===== src/rtl/eth_pkg.sv =====
// Shared types and constants for the Ethernet TX byte-path scheduler.
package eth_pkg;

  typedef enum logic [1:0] {
    IDLE      = 2'd0,
    GRANT_ARP = 2'd1,
    GRANT_UDP = 2'd2,
    GAP       = 2'd3
  } tx_sched_state_t;

  localparam logic TX_SEL_ARP = 1'b0;
  localparam logic TX_SEL_UDP = 1'b1;

endpackage


===== src/rtl/eth_tx_sched_sat_counter.sv =====
// Saturating event counter: counts inc pulses, holds at all-ones, clr wins.
module sat_counter #(
  parameter int W = 8
) (
  input  logic         aclk,
  input  logic         clr,
  input  logic         inc,
  output logic [W-1:0] cnt
);

  function automatic logic [W-1:0] sat_inc(input logic [W-1:0] v);
    return (v == {W{1'b1}}) ? v : v + W'(1);
  endfunction

  always_ff @(posedge aclk) begin
    if (clr) begin
      cnt <= '0;
    end else if (inc) begin
      cnt <= sat_inc(cnt);
    end
  end

endmodule


===== src/rtl/eth_tx_sched.sv =====
// Arbitrates the Ethernet TX byte path between ARP replies and UDP frames.
// Optional gratuitous-ARP timer and arp_grat output: define ETH_TX_SCHED_GRAT_EN.
module eth_tx_sched
  import eth_pkg::*;
#(
  parameter int IFG_CYCLES     = 12,
  parameter int TIMEOUT_CYCLES = 4096,
  parameter int ARP_BURST_MAX  = 4,
  parameter int CNT_W          = 8
`ifdef ETH_TX_SCHED_GRAT_EN
  ,
  parameter int GRAT_PERIOD    = 1 << 24
`endif
) (
  input  logic             aclk,
  input  logic             aresetn,
  input  logic             arp_req,
  output logic             arp_grant,
  input  logic             arp_done,
  input  logic             udp_req,
  output logic             udp_grant,
  input  logic             udp_done,
  output logic             tx_sel,
  output logic [CNT_W-1:0] arp_drop_cnt,
  output logic [CNT_W-1:0] timeout_cnt,
  output logic             busy
`ifdef ETH_TX_SCHED_GRAT_EN
  ,
  output logic             arp_grat
`endif
);

  localparam int BW = $clog2(ARP_BURST_MAX + 1);
  localparam int TW = (TIMEOUT_CYCLES > 1) ? $clog2(TIMEOUT_CYCLES) : 1;
  localparam int GW = (IFG_CYCLES > 1) ? $clog2(IFG_CYCLES) : 1;
  localparam tx_sched_state_t POST_GRANT = (IFG_CYCLES == 0) ? IDLE : GAP;

  tx_sched_state_t state_q, state_d;
  logic            arp_pend_q, arp_pend_d;
  logic [BW-1:0]   burst_q, burst_d;
  logic [GW-1:0]   gap_q, gap_d;
  logic [TW-1:0]   to_q, to_d;
  logic            tx_sel_q, tx_sel_d;
  logic            arp_take;
  logic            owner_done;
  logic            to_inc;
  logic            drop_inc;
  logic            cnt_clr;
  logic            grat_set;
  logic            grat_merge;

  always_comb begin
    state_d    = state_q;
    burst_d    = burst_q;
    gap_d      = '0;
    to_d       = '0;
    tx_sel_d   = tx_sel_q;
    arp_take   = 1'b0;
    to_inc     = 1'b0;
    owner_done = (state_q == GRANT_UDP) ? udp_done : arp_done;
    case (state_q)
      IDLE: begin
        // Only ARP grants issued while UDP waits count toward the starvation limit.
        if (!udp_req) begin
          burst_d = '0;
        end
        if (arp_pend_q && ((burst_q < BW'(ARP_BURST_MAX)) || !udp_req)) begin
          state_d  = GRANT_ARP;
          tx_sel_d = TX_SEL_ARP;
          arp_take = 1'b1;
          if (udp_req) begin
            burst_d = burst_q + BW'(1);
          end
        end else if (udp_req) begin
          state_d  = GRANT_UDP;
          tx_sel_d = TX_SEL_UDP;
          burst_d  = '0;
        end
      end
      GRANT_ARP, GRANT_UDP: begin
        if (owner_done) begin
          state_d = POST_GRANT;
        end else if (to_q == TW'(TIMEOUT_CYCLES - 1)) begin
          state_d = POST_GRANT;
          to_inc  = 1'b1;
        end else begin
          to_d = to_q + TW'(1);
        end
      end
      GAP: begin
        if (gap_q == GW'(IFG_CYCLES - 1)) begin
          state_d = IDLE;
        end else begin
          gap_d = gap_q + GW'(1);
        end
      end
      default: state_d = IDLE;
    endcase
  end

  // A request landing on the cycle its predecessor is taken simply re-arms the flag.
  assign arp_pend_d = arp_req || grat_set || (arp_pend_q && !arp_take);
  assign drop_inc   = arp_req && arp_pend_q && !arp_take && !grat_merge;

  always_ff @(posedge aclk) begin
    if (!aresetn) begin
      state_q    <= IDLE;
      arp_pend_q <= 1'b0;
      burst_q    <= '0;
      gap_q      <= '0;
      to_q       <= '0;
      tx_sel_q   <= TX_SEL_ARP;
    end else begin
      state_q    <= state_d;
      arp_pend_q <= arp_pend_d;
      burst_q    <= burst_d;
      gap_q      <= gap_d;
      to_q       <= to_d;
      tx_sel_q   <= tx_sel_d;
    end
  end

`ifdef ETH_TX_SCHED_GRAT_EN
  localparam int PW = (GRAT_PERIOD > 1) ? $clog2(GRAT_PERIOD) : 1;

  logic [PW-1:0] per_q;
  logic          grat_exp;
  logic          grat_flag_q;
  logic          arp_grat_q;

  // Expiry only raises a gratuitous reply when nothing else is already queued.
  assign grat_exp   = (per_q == PW'(GRAT_PERIOD - 1));
  assign grat_set   = grat_exp && !(arp_pend_q && !arp_take) && !arp_req;
  assign grat_merge = grat_flag_q;
  assign arp_grat   = arp_grat_q;

  always_ff @(posedge aclk) begin
    if (!aresetn) begin
      per_q       <= '0;
      grat_flag_q <= 1'b0;
      arp_grat_q  <= 1'b0;
    end else begin
      per_q <= grat_exp ? '0 : per_q + PW'(1);
      if (grat_set) begin
        grat_flag_q <= 1'b1;
      end else if (arp_take || arp_req) begin
        grat_flag_q <= 1'b0;
      end
      if (arp_take) begin
        arp_grat_q <= grat_flag_q;
      end else if ((state_q == GRANT_ARP) && (state_d != GRANT_ARP)) begin
        arp_grat_q <= 1'b0;
      end
    end
  end
`else
  assign grat_set   = 1'b0;
  assign grat_merge = 1'b0;
`endif

  assign cnt_clr = !aresetn;

  sat_counter #(.W(CNT_W)) u_drop_cnt (
    .aclk (aclk),
    .clr  (cnt_clr),
    .inc  (drop_inc),
    .cnt  (arp_drop_cnt)
  );

  sat_counter #(.W(CNT_W)) u_timeout_cnt (
    .aclk (aclk),
    .clr  (cnt_clr),
    .inc  (to_inc),
    .cnt  (timeout_cnt)
  );

  assign arp_grant = (state_q == GRANT_ARP);
  assign udp_grant = (state_q == GRANT_UDP);
  assign busy      = (state_q != IDLE);
  assign tx_sel    = tx_sel_q;

endmodule

===== config.mk =====
export PLATFORM = sky130hd
export DESIGN_NAME = eth_tx_sched
export DESIGN_NICKNAME = d
export VERILOG_FILES = /design/src/rtl/eth_pkg.sv /design/src/rtl/eth_tx_sched_sat_counter.sv /design/src/rtl/eth_tx_sched.sv
export SDC_FILE = /design/constraint.sdc
export NUM_CORES = 1
export LEC_CHECK = 0
export BUFFER_PORTS_ARGS = -buffer_cell sky130_fd_sc_hd__buf_2
export CAP_MARGIN = 40
export CORE_ASPECT_RATIO = 0.7
export CORE_MARGIN = 2
export CORE_UTILIZATION = 50
export CTS_BUF_LIST = sky130_fd_sc_hd__clkbuf_2
export DETAILED_ROUTE_END_ITERATION = 10
export PLACE_DENSITY = 0.78
export SYNTH_ARGS = -nofsm -noshare
export SYNTH_HDL_FRONTEND = slang
export SYNTH_SLANG_ARGS = --single-unit

===== constraint.sdc =====
create_clock -name aclk -period 2.65 [get_ports aclk]
set_clock_uncertainty 0.15 [all_clocks]
set_input_delay 0.795 -clock aclk [delete_from_list [all_inputs] [get_ports aclk]]
set_output_delay 0.795 -clock aclk [all_outputs]
set_load 0.05 [all_outputs]

; Word level (Yosys, flattened, before mapping)
; Index checks and enable logic that the tools add are counted.
[totals]
in_bits = 6
mem_bits_ro = 0
memories = 0
ff_bits = 39
ramBits = 0
latchBits = 0
elab_cells = 63
[classes]
n_shift = 0
multipliers = 0
mux = 16
addsub = 5
n_reduce_logical = 18
order_cmp = 1
bitwise = 5
n_div = 0
eq_ne = 10
[ops]
columns = cell, n
row1 = $add A8 B1 Y8 const B, 2
row2 = $eq A8 B8 Y1 const B, 2
row3 = $add A12 B1 Y12 const B, 1
row4 = $eq A12 B12 Y1 const B, 1
row5 = $mux W2, 5
row6 = $mux W1, 8
row7 = $mux W3, 2
row8 = $ne A3 B3 Y1 const B, 2
row9 = $pmux W2 S3, 1
row10 = $reduce_and A2 Y1, 3
row11 = $not A1 Y1, 5
row12 = $add A4 B1 Y4 const B, 1
row13 = $eq A2 B2 Y1 const B, 2
row14 = $eq A4 B4 Y1 const B, 1
row15 = $logic_and A1 B1 Y1, 4
row16 = $reduce_bool A2 Y1, 2
row17 = $reduce_or A4 Y1, 1
row18 = $add A3 B1 Y3 const B, 1
row19 = $lt A3 B3 Y1 const B, 1
row20 = $reduce_and A3 Y1, 1
row21 = $reduce_or A3 Y1, 1
row22 = $eq A2 B1 Y1 const B, 1
row23 = $logic_not A1 Y1, 2
row24 = $logic_not A2 Y1, 1
row25 = other kinds (3), 4

; Logic depth before layout (Yosys ltp)
; Gate-level depths: netlist of run 1.
[logic_depth]
word_depth = 8
ltp_mapped = 8
mapped_depth_nobuf = 6

; Modules after synthesis
; From an unflattened synthesis of run 1, not the netlist that was laid out.
[unflattened]
cells_unflattened = 204
area_unflattened_um2 = 1923.1
[by_module_without_submodules]
columns = module, instances, cells_each, area_each_um2
row1 = eth_tx_sched, 1, 114, 1042.2
row2 = sat_counter, 2, 45, 440.4

; Worst setup path before layout of run 1
; Ideal clock, no wire load.
[synth_timing]
path_kind = reg-to-reg
from = reg state_q[0]
to = reg u_timeout_cnt.cnt[4]
arrival_ps = 2003
setup_slack_ps = 426
required_ps = 2430
synth_period_minus_slack_ps = 2224
path_stages_with_launch = 7
path_cell_list = dfxtp_1 inv_1 ha_1 mux2i_1 o211ai_1 or4_1 a21oi_1
[synth_between]
elab_chain_len = 5
[synth_rtl]
columns = element, line
row1 = from (decl), eth_tx_sched.sv:38  ; tx_sched_state_t state_q, state_d;
row2 = from (signal assigned), eth_tx_sched.sv:114  ; state_q <= state_d;
row3 = $eq A2 B2 Y1 *, n/a
row4 = net udp_grant, eth_tx_sched.sv:21  ; output logic udp_grant,
row5 = $mux W1, eth_tx_sched.sv:60  ; owner_done = (state_q == GRANT_UDP) ? udp_done : arp_done;
row6 = $mux W1, eth_tx_sched.sv:81  ; if (owner_done) begin
row7 = $mux W1 *, eth_tx_sched.sv:61  ; case (state_q)
row8 = $reduce_and A2 Y1 (no source line) *, n/a
row9 = to (signal assigned), eth_tx_sched_sat_counter.sv:19  ; cnt <= sat_inc(cnt);
row10 = to (decl), eth_tx_sched_sat_counter.sv:8  ; output logic [W-1:0] cnt
; The timed path passes the listed nets; every way through them passes the cells marked *.
; A chain may end at the register's enable or synchronous reset.

; Worst setup path after layout of run 1
[layout_timing]
from = reg state_q[0]
to = out busy
[layout_between]
elab_chain_len = 1
[layout_rtl]
columns = element, line
row1 = $reduce_bool A2 Y1, eth_tx_sched.sv:179  ; assign busy = (state_q != IDLE);
row2 = to (decl), eth_tx_sched.sv:26  ; output logic busy
; Every way passes these cells.

==> results of run 1 <==
## worst paths after layout
kind | start | endpoint | slack, ps | cells after the start
hold / removal | to_q[0]$_SDFF_PP0_ | to_q[0]$_SDFF_PP0_ | 310 | 1
setup reg to reg | to_q[0]$_SDFF_PP0_ | u_timeout_cnt.cnt[4]$_SDFFE_PN0P_ | 270 | 5
hold reg to reg | to_q[0]$_SDFF_PP0_ | to_q[0]$_SDFF_PP0_ | 310 | 1
setup / recovery | state_q[0]$_SDFFE_PN0P_ | busy | 140 | 4
## repair_timing
action                                  4_1_cts  5_1_grt
endpoints found under the setup margin        0        1
buffers inserted                              0        0
resized for setup                             0        4
## flip-flops by register name (all words and copies together) (netlist names)
register,cells
u_drop_cnt.cnt,8
arp_pend_q,1
burst_q,3
to_q,12
u_timeout_cnt.cnt,8
gap_q,4
state_q,2
tx_sel,1
## cells by family (layout without fill, tap and decap cells)
logic type	Yosys count	in the layout	share of synthesized area [%]
DFF	39	39	42.28
muxes	6	6	3.252
AOI/OAI and AO/OA	38	38	13.41
xor gates and xnor gates	12	12	5.692
and+or+nand+nor	91	91	25.27
adders and majority gates	9	9	6.098
buffers and inverters	17	46	3.997
## power groups by stage
stage / Combinational, uW / Clock [uW] / Sequential [uW]
global placement: 366 / 0 / 647
CTS: 373 / 359 / 636
floorplan: 275 / 0 / 664
global route: 417 / 379 / 645
finish: 379 / 351 / 639
detailed placement: 372 / 0 / 648
## layer usage
metal  vias to the layer above  part of all wire, %  global-route usage [%]
met5                         -                    0                       0
met4                         0                  1.6                   8.182
met3                         8                  4.0                   5.446
met2                        24                   40                   28.76
met1                       707                   55                   25.58
li1                        811                    -                       -
## stage by stage
stage	util [%]	worst slack, ps	power [uW]	instances	cell area (um2)
detailed placement	56.94	287.1	1020	283	2013
finish	58.88	138.5	1369	291	2082
global route	58.88	9.955	1441	291	2082
floorplan	-	426.5	939.0	212	1847
CTS	58.74	11.01	1369	291	2077
global placement	56.94	317.7	1013	283	2013
## cell usage in the layout, fill, tap and decap left out, types with 3 or more instances in the layout
cell | Yosys | layout
nand2b_1 | 3 | 3
or3_1 | 3 | 3
o21ai_0 | 7 | 7
mux2i_1 | 6 | 6
nand4_1 | 3 | 3
inv_1 | 11 | 11
or4_1 | 6 | 6
nand3_1 | 16 | 16
xnor2_1 | 9 | 9
o31ai_1 | 3 | 3
nor2_1 | 23 | 23
nor3_1 | 8 | 8
a21oi_1 | 15 | 15
xor2_1 | 3 | 3
buf_2 | 2 | 24
dfxtp_1 | 39 | 37
ha_1 | 9 | 9
clkbuf_2 | 0 | 5
o41ai_1 | 3 | 3
nand2_1 | 18 | 18
## critical path, cell delays in order (launching register included)
cell and delay [ps]:
dfxtp_2 400, inv_1 70, ha_1 300, inv_1 170, buf_4 220
## cell type report
class                   count  area [um2]  area share (%)
inverters                  12       45.04           2.163
repair buffers             26       135.1           6.490
clock buffers               5       25.02           1.202
flip-flops and latches     39       783.3           37.62
clock inverters             3       38.79           1.863
well taps                  50       62.56           3.005
multi-input cells         156       992.2           47.66
==> impl_metrics.env, run 1 <==
export IMPL_crit_fanout=8
export IMPL_comb_power_share_pct=27.7
export IMPL_crit_arrival_ps=1570
export IMPL_hpwl_mm=2.528
export IMPL_drv_slew=0
export IMPL_max_slew_margin_pct=60.37
export IMPL_die_h_um=54.85
export IMPL_vias=1550
export IMPL_synth_top_area_share_pct=42.28
export IMPL_grt_max_degree=18
export IMPL_cts_made_buffers=5
export IMPL_clock_sinks=39
export IMPL_synth_area_leaders="dfxtp_1, ha_1, nor2_1, nand3_1, xnor2_1"
export IMPL_wl_per_cell_um=12.18
export IMPL_drc_errors=0
export IMPL_synth_most_common_cell="dfxtp_1"
export IMPL_syn_inst=212
export IMPL_n_antenna_cell=0
export IMPL_synth_cell_types=38
export IMPL_synth_main_ff_cell="dfxtp_1"
export IMPL_synth_seq_cells=39
export IMPL_hp_class="flip-flop to flip-flop"
export IMPL_grt_usage_pct=18.94
export IMPL_first_iter_violations=61
export IMPL_status="complete, no violations"
export IMPL_worst_pin_slew_ps=589.9
export IMPL_initial_core_util_pct=52.23
export IMPL_fin_crit_sh_pct=94.77
export IMPL_p_int_uw=888.6
export IMPL_drive_gt1_share_pct=17.01
export IMPL_overflow=0
export IMPL_synth_nets=227
export IMPL_rsz0062_at_grt="false"
export IMPL_synth_edf_count=0
export IMPL_hold_slack_ps=311.7
export IMPL_p_leak_uw=0.0007747
export IMPL_drv_cap=0
export IMPL_async_flop_share_pct=0
export IMPL_grt_pass1_wl_mm=6.168
export IMPL_clk_path_buf_depth=2
export IMPL_die_area_um2=4203
export IMPL_ios=26
export IMPL_hold_viol=0
export IMPL_vias_per_cell=5.326
export IMPL_min_period_ps=2511
export IMPL_seq_power_share_pct=46.7
export IMPL_finalNetCount=255
export IMPL_core_area_um2=3536
export IMPL_nFillCells=331
export IMPL_drt_wl_total_mm=3.543
export IMPL_numPortBuffers=25
export IMPL_power_switching_uw=480.9
export IMPL_gp_congestion=0.7425
export IMPL_required_ps=1710
export IMPL_clkTransAtPathRegs_ps=200
export IMPL_netlist_area_um2=1847
export IMPL_crit_type="flip-flop to output port"
export IMPL_ant_nets=0
export IMPL_synthTopCellsByCount="dfxtp_1, nor2_1, nand2_1, nand3_1, a21oi_1"
export IMPL_clockPowerShare_pct=25.7
export IMPL_htreeDepth=2
export IMPL_die_w_um=76.64
export IMPL_startpoint_type="flip-flop"
export IMPL_setup_viol=0
export IMPL_avgSynthCellArea_um2=8.711
export IMPL_yosysWarnings=0
export IMPL_max_freq_mhz=398.2
export IMPL_antenna_found_initial=0
export IMPL_p_per_area_nw_per_um2=657.8
export IMPL_synth_top_cell_by_area="dfxtp_1"
export IMPL_endpoint_kind="output port"
export IMPL_swShare_pct=35.11
export IMPL_root_buffer="clkbuf_2"
export IMPL_placementRows=18
export IMPL_seq_area_frac_synth_pct=42.28
export IMPL_setup_tns_final_ps=0
export IMPL_postCtsHoldBufs=0
export IMPL_peakVddDrop_v=0.0003767
export IMPL_insertion_delay_ps=400
export IMPL_grt_pass1_vias=1394
export IMPL_cts_tree="yes"
export IMPL_dr_pass1_iters=4
export IMPL_areaGrowthSynthToFinish_pct=12.74
Power figures use the tool's default switching activity.
==> run 2, diff against run 1 <==
--- a/config.mk
+++ b/config.mk
@@ -5,14 +5,14 @@
 export SDC_FILE = /design/constraint.sdc
 export NUM_CORES = 1
 export LEC_CHECK = 0
-export BUFFER_PORTS_ARGS = -buffer_cell sky130_fd_sc_hd__buf_2
 export CAP_MARGIN = 40
 export CORE_ASPECT_RATIO = 0.7
 export CORE_MARGIN = 2
-export CORE_UTILIZATION = 50
+export CORE_UTILIZATION = 45
 export CTS_BUF_LIST = sky130_fd_sc_hd__clkbuf_2
 export DETAILED_ROUTE_END_ITERATION = 10
-export PLACE_DENSITY = 0.78
+export DONT_BUFFER_PORTS = 1
+export PLACE_DENSITY = 0.67
 export SYNTH_ARGS = -nofsm -noshare
 export SYNTH_HDL_FRONTEND = slang
 export SYNTH_SLANG_ARGS = --single-unit
==> run 2 against run 1 <==
- combinational power decreased by 7.9%
- non-clock buffer count decreased by 11
- design area decreased by 2.4%
- worst hold slack improved by 3.0 ps
- critical endpoint unchanged
- clock power decreased by 33%
- sequential cell count unchanged
- total power decreased by 9.8%
- via count decreased by 1.5%
==> impl_metrics.env, run 2 (same netlist as run 1, synthesis figures left out) <==
export IMPL_drive_gt1_share_pct=12.72
export IMPL_crit_type="flip-flop to output port"
export IMPL_largest_reg_flops=12
export IMPL_drv_cap=0
export IMPL_root_buffer="clkbuf_2"
export IMPL_vias_per_cell=5.454
export IMPL_min_period_ps=2414
export IMPL_clkTransAtPathRegs_ps=170
export IMPL_grt_pass1_vias=1340
export IMPL_pre_cts_ws_ps=310.6
export IMPL_grt_util_met2_pct=21.43
export IMPL_first_iter_violations=99
export IMPL_p_leak_uw=0.0006971
export IMPL_drv_slew=0
export IMPL_p_per_area_nw_per_um2=608.0
export IMPL_die_h_um=57.60
export IMPL_hp_class="flip-flop to flip-flop"
export IMPL_dp_cells=274
export IMPL_htreeDepth=2
export IMPL_setup_tns_final_ps=0
export IMPL_drt_wl_total_mm=3.598
export IMPL_mostFrequentLayoutCells="dfxtp_1, nor2_1, nand2_1, nand3_1"
export IMPL_die_w_um=80.57
export IMPL_ios=26
export IMPL_gp_congestion=0.8306
export IMPL_seq_power_share_pct=52.7
export IMPL_largest_register="to_q"
export IMPL_n_antenna_cell=0
export IMPL_antenna_found_initial=0
export IMPL_vias=1527
export IMPL_grt_pass1_wl_mm=6.134
export IMPL_wl_per_cell_um=12.85
export IMPL_max_slew_margin_pct=55.87
export IMPL_crit_fanout=8
export IMPL_power_switching_uw=449.7
export IMPL_areaGrowthSynthToFinish_pct=10.03
export IMPL_worst_pin_slew_ps=661.1
export IMPL_hpwl_mm=2.718
export IMPL_rsz0062_at_grt="false"
export IMPL_die_area_um2=4641
export IMPL_cts_tree="yes"
export IMPL_dr_pass1_iters=4
export IMPL_crit_arrival_ps=1470
export IMPL_gr_usage_met3_pct=6.171
export IMPL_grt_use_met1_pct=26.19
export IMPL_clk_path_buf_depth=2
export IMPL_initial_core_util_pct=47.08
export IMPL_comb_power_share_pct=28.2
export IMPL_finalNetCount=244
export IMPL_swShare_pct=36.40
export IMPL_endpoint_kind="output port"
export IMPL_final_common_cell="dfxtp_1"
export IMPL_post_route_util_pct=51.80
export IMPL_peakVddDrop_v=0.0002506
export IMPL_fin_crit_sh_pct=91.08
export IMPL_insertion_delay_ps=370
export IMPL_grt_max_degree=18
export IMPL_grt_busiest_layer="met1"
export IMPL_clock_sinks=39
export IMPL_p_int_uw=785.7
export IMPL_ant_nets=0
export IMPL_required_ps=1710
export IMPL_overflow=0
export IMPL_clockPowerShare_pct=19.1
export IMPL_hold_slack_ps=314.7
export IMPL_setup_viol=0
export IMPL_status="complete, no violations"
export IMPL_layout_setup_ws_ps=236.3
export IMPL_startpoint_type="flip-flop"
export IMPL_largest_registers="to_q (12), u_drop_cnt.cnt (8), u_timeout_cnt.cnt (8)"
export IMPL_hold_viol=0
export IMPL_postCtsHoldBufs=0
export IMPL_placementRows=19
export IMPL_cts_made_buffers=5
export IMPL_drc_errors=0
export IMPL_core_area_um2=3923
export IMPL_post_cts_buffers=0
export IMPL_instances_no_fill=280
export IMPL_grt_usage_pct=17.00
export IMPL_max_freq_mhz=414.3
export IMPL_numPortBuffers=0
==> run 2: changes by cell type in the layout (fill, tap and decap cells not counted), moves of 2 or more <==
cell | previous run | this run
buf_4 | 2 | 15
buf_2 | 24 | 0
dfxtp_1 | 37 | 39
dfxtp_2 | 2 | 0
==> run 2: routing by layer <==
metal | up-vias | wire, um
met2 | 41 | 1380
met3 | 5 | 255
met5 | - | 0
met1 | 689 | 1925
met4 | 0 | 36
li1 | 792 | -
==> run 2: power groups by stage <==
stage	clock network, uW	logic [uW]	registers [uW]
after CTS	243	336	652
final	235	349	651
after detailed placement	0	335	665
after floorplan	0	275	664
after global placement	0	333	663
after global routing	271	386	657
==> run 2: per-stage QoR <==
step | total power [uW] | area, um2
after detailed placement | 999.4 | 1996
final | 1235 | 2032
after global placement | 995.4 | 1996
after floorplan | 939.0 | 1847
after CTS | 1232 | 2026
after global routing | 1313 | 2032
==> run 2: final cells by class <==
cell class | count | area (um2)
tap | 52 | 65.06
clock buffer | 6 | 30.03
multi-input combinational | 156 | 994.7
sequential | 39 | 780.7
fill | 388 | 1891
inverter | 12 | 48.80
timing repair buffer | 15 | 112.6
==> run 2: final timing paths <==
| check | start | end | slack (ps) | cells after the start |
|---|---|---|---|---|
| worst max-delay path | state_q[0]$_SDFFE_PN0P_ | busy | 240 | 3 |
| worst min register to register | gap_q[0]$_SDFF_PP0_ | gap_q[0]$_SDFF_PP0_ | 310 | 1 |
| worst min-delay path | gap_q[0]$_SDFF_PP0_ | gap_q[0]$_SDFF_PP0_ | 310 | 1 |
| worst max register to register | to_q[0]$_SDFF_PP0_ | u_timeout_cnt.cnt[4]$_SDFFE_PN0P_ | 300 | 5 |
==> run 2: repair_timing <==
item | in CTS | in global routing
endpoints found under the setup margin | 0 | 1
endpoints found under the hold margin | 0 | 0
resized for setup | 0 | 2
==> run 2: critical path: stages, from the launching register on <==
cell        delay, ps
dfxtp_1           380
inv_1             100
ha_2              300
clkinvlp_4        330
==> run 3, diff against run 2 <==
--- a/config.mk
+++ b/config.mk
@@ -6,13 +6,16 @@
 export NUM_CORES = 1
 export LEC_CHECK = 0
 export CAP_MARGIN = 40
+export CELL_PAD_IN_SITES_DETAIL_PLACEMENT = 0
+export CELL_PAD_IN_SITES_GLOBAL_PLACEMENT = 2
 export CORE_ASPECT_RATIO = 0.7
 export CORE_MARGIN = 2
-export CORE_UTILIZATION = 45
+export CORE_UTILIZATION = 39
 export CTS_BUF_LIST = sky130_fd_sc_hd__clkbuf_2
 export DETAILED_ROUTE_END_ITERATION = 10
 export DONT_BUFFER_PORTS = 1
-export PLACE_DENSITY = 0.67
+export GPL_TIMING_DRIVEN = 1
+export PLACE_DENSITY = 0.87
 export SYNTH_ARGS = -nofsm -noshare
 export SYNTH_HDL_FRONTEND = slang
 export SYNTH_SLANG_ARGS = --single-unit
==> run 3 against run 2 <==
- sequential cell count unchanged
- design area unchanged
- core utilization decreased by 6.2 points
- sequential share of layout area unchanged
- critical path type unchanged
- first-iteration DRC count increased by 13%
- count of clock-buffer cells in the layout decreased by 1
- clock power increased by 4%
- cell count increased by 1.1%
- routed wire length increased by 10%
==> impl_metrics.env, run 3 (same netlist as run 1, synthesis figures left out) <==
export IMPL_status="complete, no violations"
export IMPL_pre_cts_ws_ps=312.8
export IMPL_largest_register="to_q"
export IMPL_gp_congestion=0.8032
export IMPL_crit_family="buffers and inverters"
export IMPL_dr_pass1_iters=4
export IMPL_finalNetCount=243
export IMPL_crit_type="flip-flop to output port"
export IMPL_top_layer="met4"
export IMPL_worst_pin_slew_ps=639.2
export IMPL_p_int_uw=780.4
export IMPL_comb_power_share_pct=27.8
export IMPL_drive_gt1_share_pct=12.28
export IMPL_p_per_area_nw_per_um2=614.7
export IMPL_numPortBuffers=0
export IMPL_p_leak_uw=0.0006931
export IMPL_mostFrequentLayoutCells="dfxtp_1, nor2_1, nand2_1, nand3_1, a21oi_1"
export IMPL_layout_setup_ws_ps=206.0
export IMPL_startpoint_type="flip-flop"
export IMPL_worstPathCellList="inv_1 > ha_2 > clkinvlp_4"
export IMPL_clock_sinks=39
export IMPL_overflow=0
export IMPL_hpwl_mm=2.902
export IMPL_vias_per_cell=5.473
export IMPL_wl_met2_mm=1.738
export IMPL_grt_max_degree=18
export IMPL_grt_pass1_vias=1414
export IMPL_post_route_util_pct=45.62
export IMPL_max_stage_delay_ps=390
export IMPL_n_antenna_cell=0
export IMPL_crit_arrival_ps=1500
export IMPL_required_ps=1710
export IMPL_vias=1549
export IMPL_initial_core_util_pct=41.46
export IMPL_clk_path_buf_depth=2
export IMPL_drv_slew=0
export IMPL_grt_pass1_wl_mm=6.665
export IMPL_endpoint_kind="output port"
export IMPL_nFillCells=446
export IMPL_hp_class="flip-flop to flip-flop"
export IMPL_setup_tns_final_ps=0
export IMPL_final_common_cell="dfxtp_1"
export IMPL_crit_fanout=8
export IMPL_die_area_um2=5311
export IMPL_wl_met3_um=268
export IMPL_placementRows=20
export IMPL_largest_registers="to_q (12), u_drop_cnt.cnt (8), u_timeout_cnt.cnt (8)"
export IMPL_first_iter_violations=112
export IMPL_root_buffer="clkbuf_2"
export IMPL_largest_reg_flops=12
export IMPL_max_slew_margin_pct=57.33
export IMPL_cts_tree="yes"
export IMPL_slowest_stage="dfxtp_1"
export IMPL_wl_per_cell_um=14.00
export IMPL_die_w_um=86.25
export IMPL_drt_wl_total_mm=3.961
export IMPL_p_total_uw=1249
export IMPL_min_period_ps=2444
export IMPL_insertion_delay_ps=390
export IMPL_drc_errors=0
export IMPL_fin_crit_sh_pct=92.23
export IMPL_max_freq_mhz=409.2
export IMPL_crit_buf_inv=2
export IMPL_clockPowerShare_pct=19.6
export IMPL_ios=26
export IMPL_dpl_cell_area_um2=1992
export IMPL_seq_power_share_pct=52.6
export IMPL_drv_cap=0
export IMPL_core_area_um2=4454
export IMPL_grt_usage_pct=16.29
export IMPL_finalInstanceArea_um2=2032
export IMPL_ant_nets=0
export IMPL_hold_viol=0
export IMPL_htreeDepth=2
export IMPL_swShare_pct=37.52
export IMPL_wl_met1_mm=1.907
export IMPL_cts_made_buffers=5
export IMPL_antenna_found_initial=0
export IMPL_clkTransAtPathRegs_ps=200
export IMPL_rsz0062_at_grt="false"
export IMPL_setup_viol=0
export IMPL_post_cts_buffers=0
export IMPL_power_switching_uw=468.7
export IMPL_peakVddDrop_v=0.0002797
export IMPL_areaGrowthSynthToFinish_pct=10.03
export IMPL_die_h_um=61.58
==> run 3: cell types whose count changed in the layout (fill, tap and decap cells not counted), sizes merged <==
cell and change:
clkinv +2, clkbuf -1, buf -1
==> run 3: worst paths after layout <==
check	start	to	slack, ps	cells past startpoint
setup / recovery	state_q[0]$_SDFFE_PN0P_	busy	210	3
hold / removal	to_q[0]$_SDFF_PP0_	to_q[0]$_SDFF_PP0_	310	1
setup reg to reg	to_q[3]$_SDFF_PP0_	u_timeout_cnt.cnt[4]$_SDFFE_PN0P_	280	4
hold reg to reg	to_q[0]$_SDFF_PP0_	to_q[0]$_SDFF_PP0_	310	1
==> run 3: power groups by stage <==
stage	Clock, uW	Combinational [uW]	Sequential, uW
5_1_grt	283	384	664
2_1_floorplan	0	275	664
3_3_place_gp	0	325	667
3_5_place_dp	0	332	669
4_1_cts	255	335	657
6_report	244	348	657
==> run 3: worst register-to-register path, delay by kind of cell, from the launching register on <==
| kind | cells | cell delay [ps] |
|---|---|---|
| flops | 1 | 500 |
| compound gates | 1 | 150 |
| simple gates | 3 | 1520 |
==> run 3: repair_timing <==
| action | 4_1_cts | 5_1_grt |
|---|---|---|
| endpoints found under the setup margin | 0 | 1 |
| gates resized for setup | 0 | 2 |
| hold buffers | 0 | 0 |
| endpoints found under the hold margin | 0 | 0 |
==> run 3: area by class of cell <==
| type | count | area [um2] | area share, % |
|---|---|---|---|
| multi-input combinational | 156 | 994.7 | 48.95 |
| clock buffer | 5 | 25.02 | 1.232 |
| inverter | 12 | 48.80 | 2.401 |
| timing repair buffer | 14 | 105.1 | 5.172 |
| sequential | 39 | 780.7 | 38.42 |
| tap | 55 | 68.82 | 3.387 |
| clock inverter | 2 | 8.758 | 0.4310 |
==> run 3: routing by layer <==
metal / track usage [%] / vias to the layer above
met2: 27.46 / 40
met4: 5.357 / 0
li1: - / 789
met1: 20.41 / 713
met5: 0 / -
met3: 4.960 / 7
==> run 3: per-stage QoR <==
stage | hold WS [ps] | cells
2_1_floorplan | 267.5 | 212
3_3_place_gp | 281.1 | 276
3_5_place_dp | 289.0 | 276
4_1_cts | 317.3 | 283
5_1_grt | 289.3 | 283
6_report | 311.7 | 283
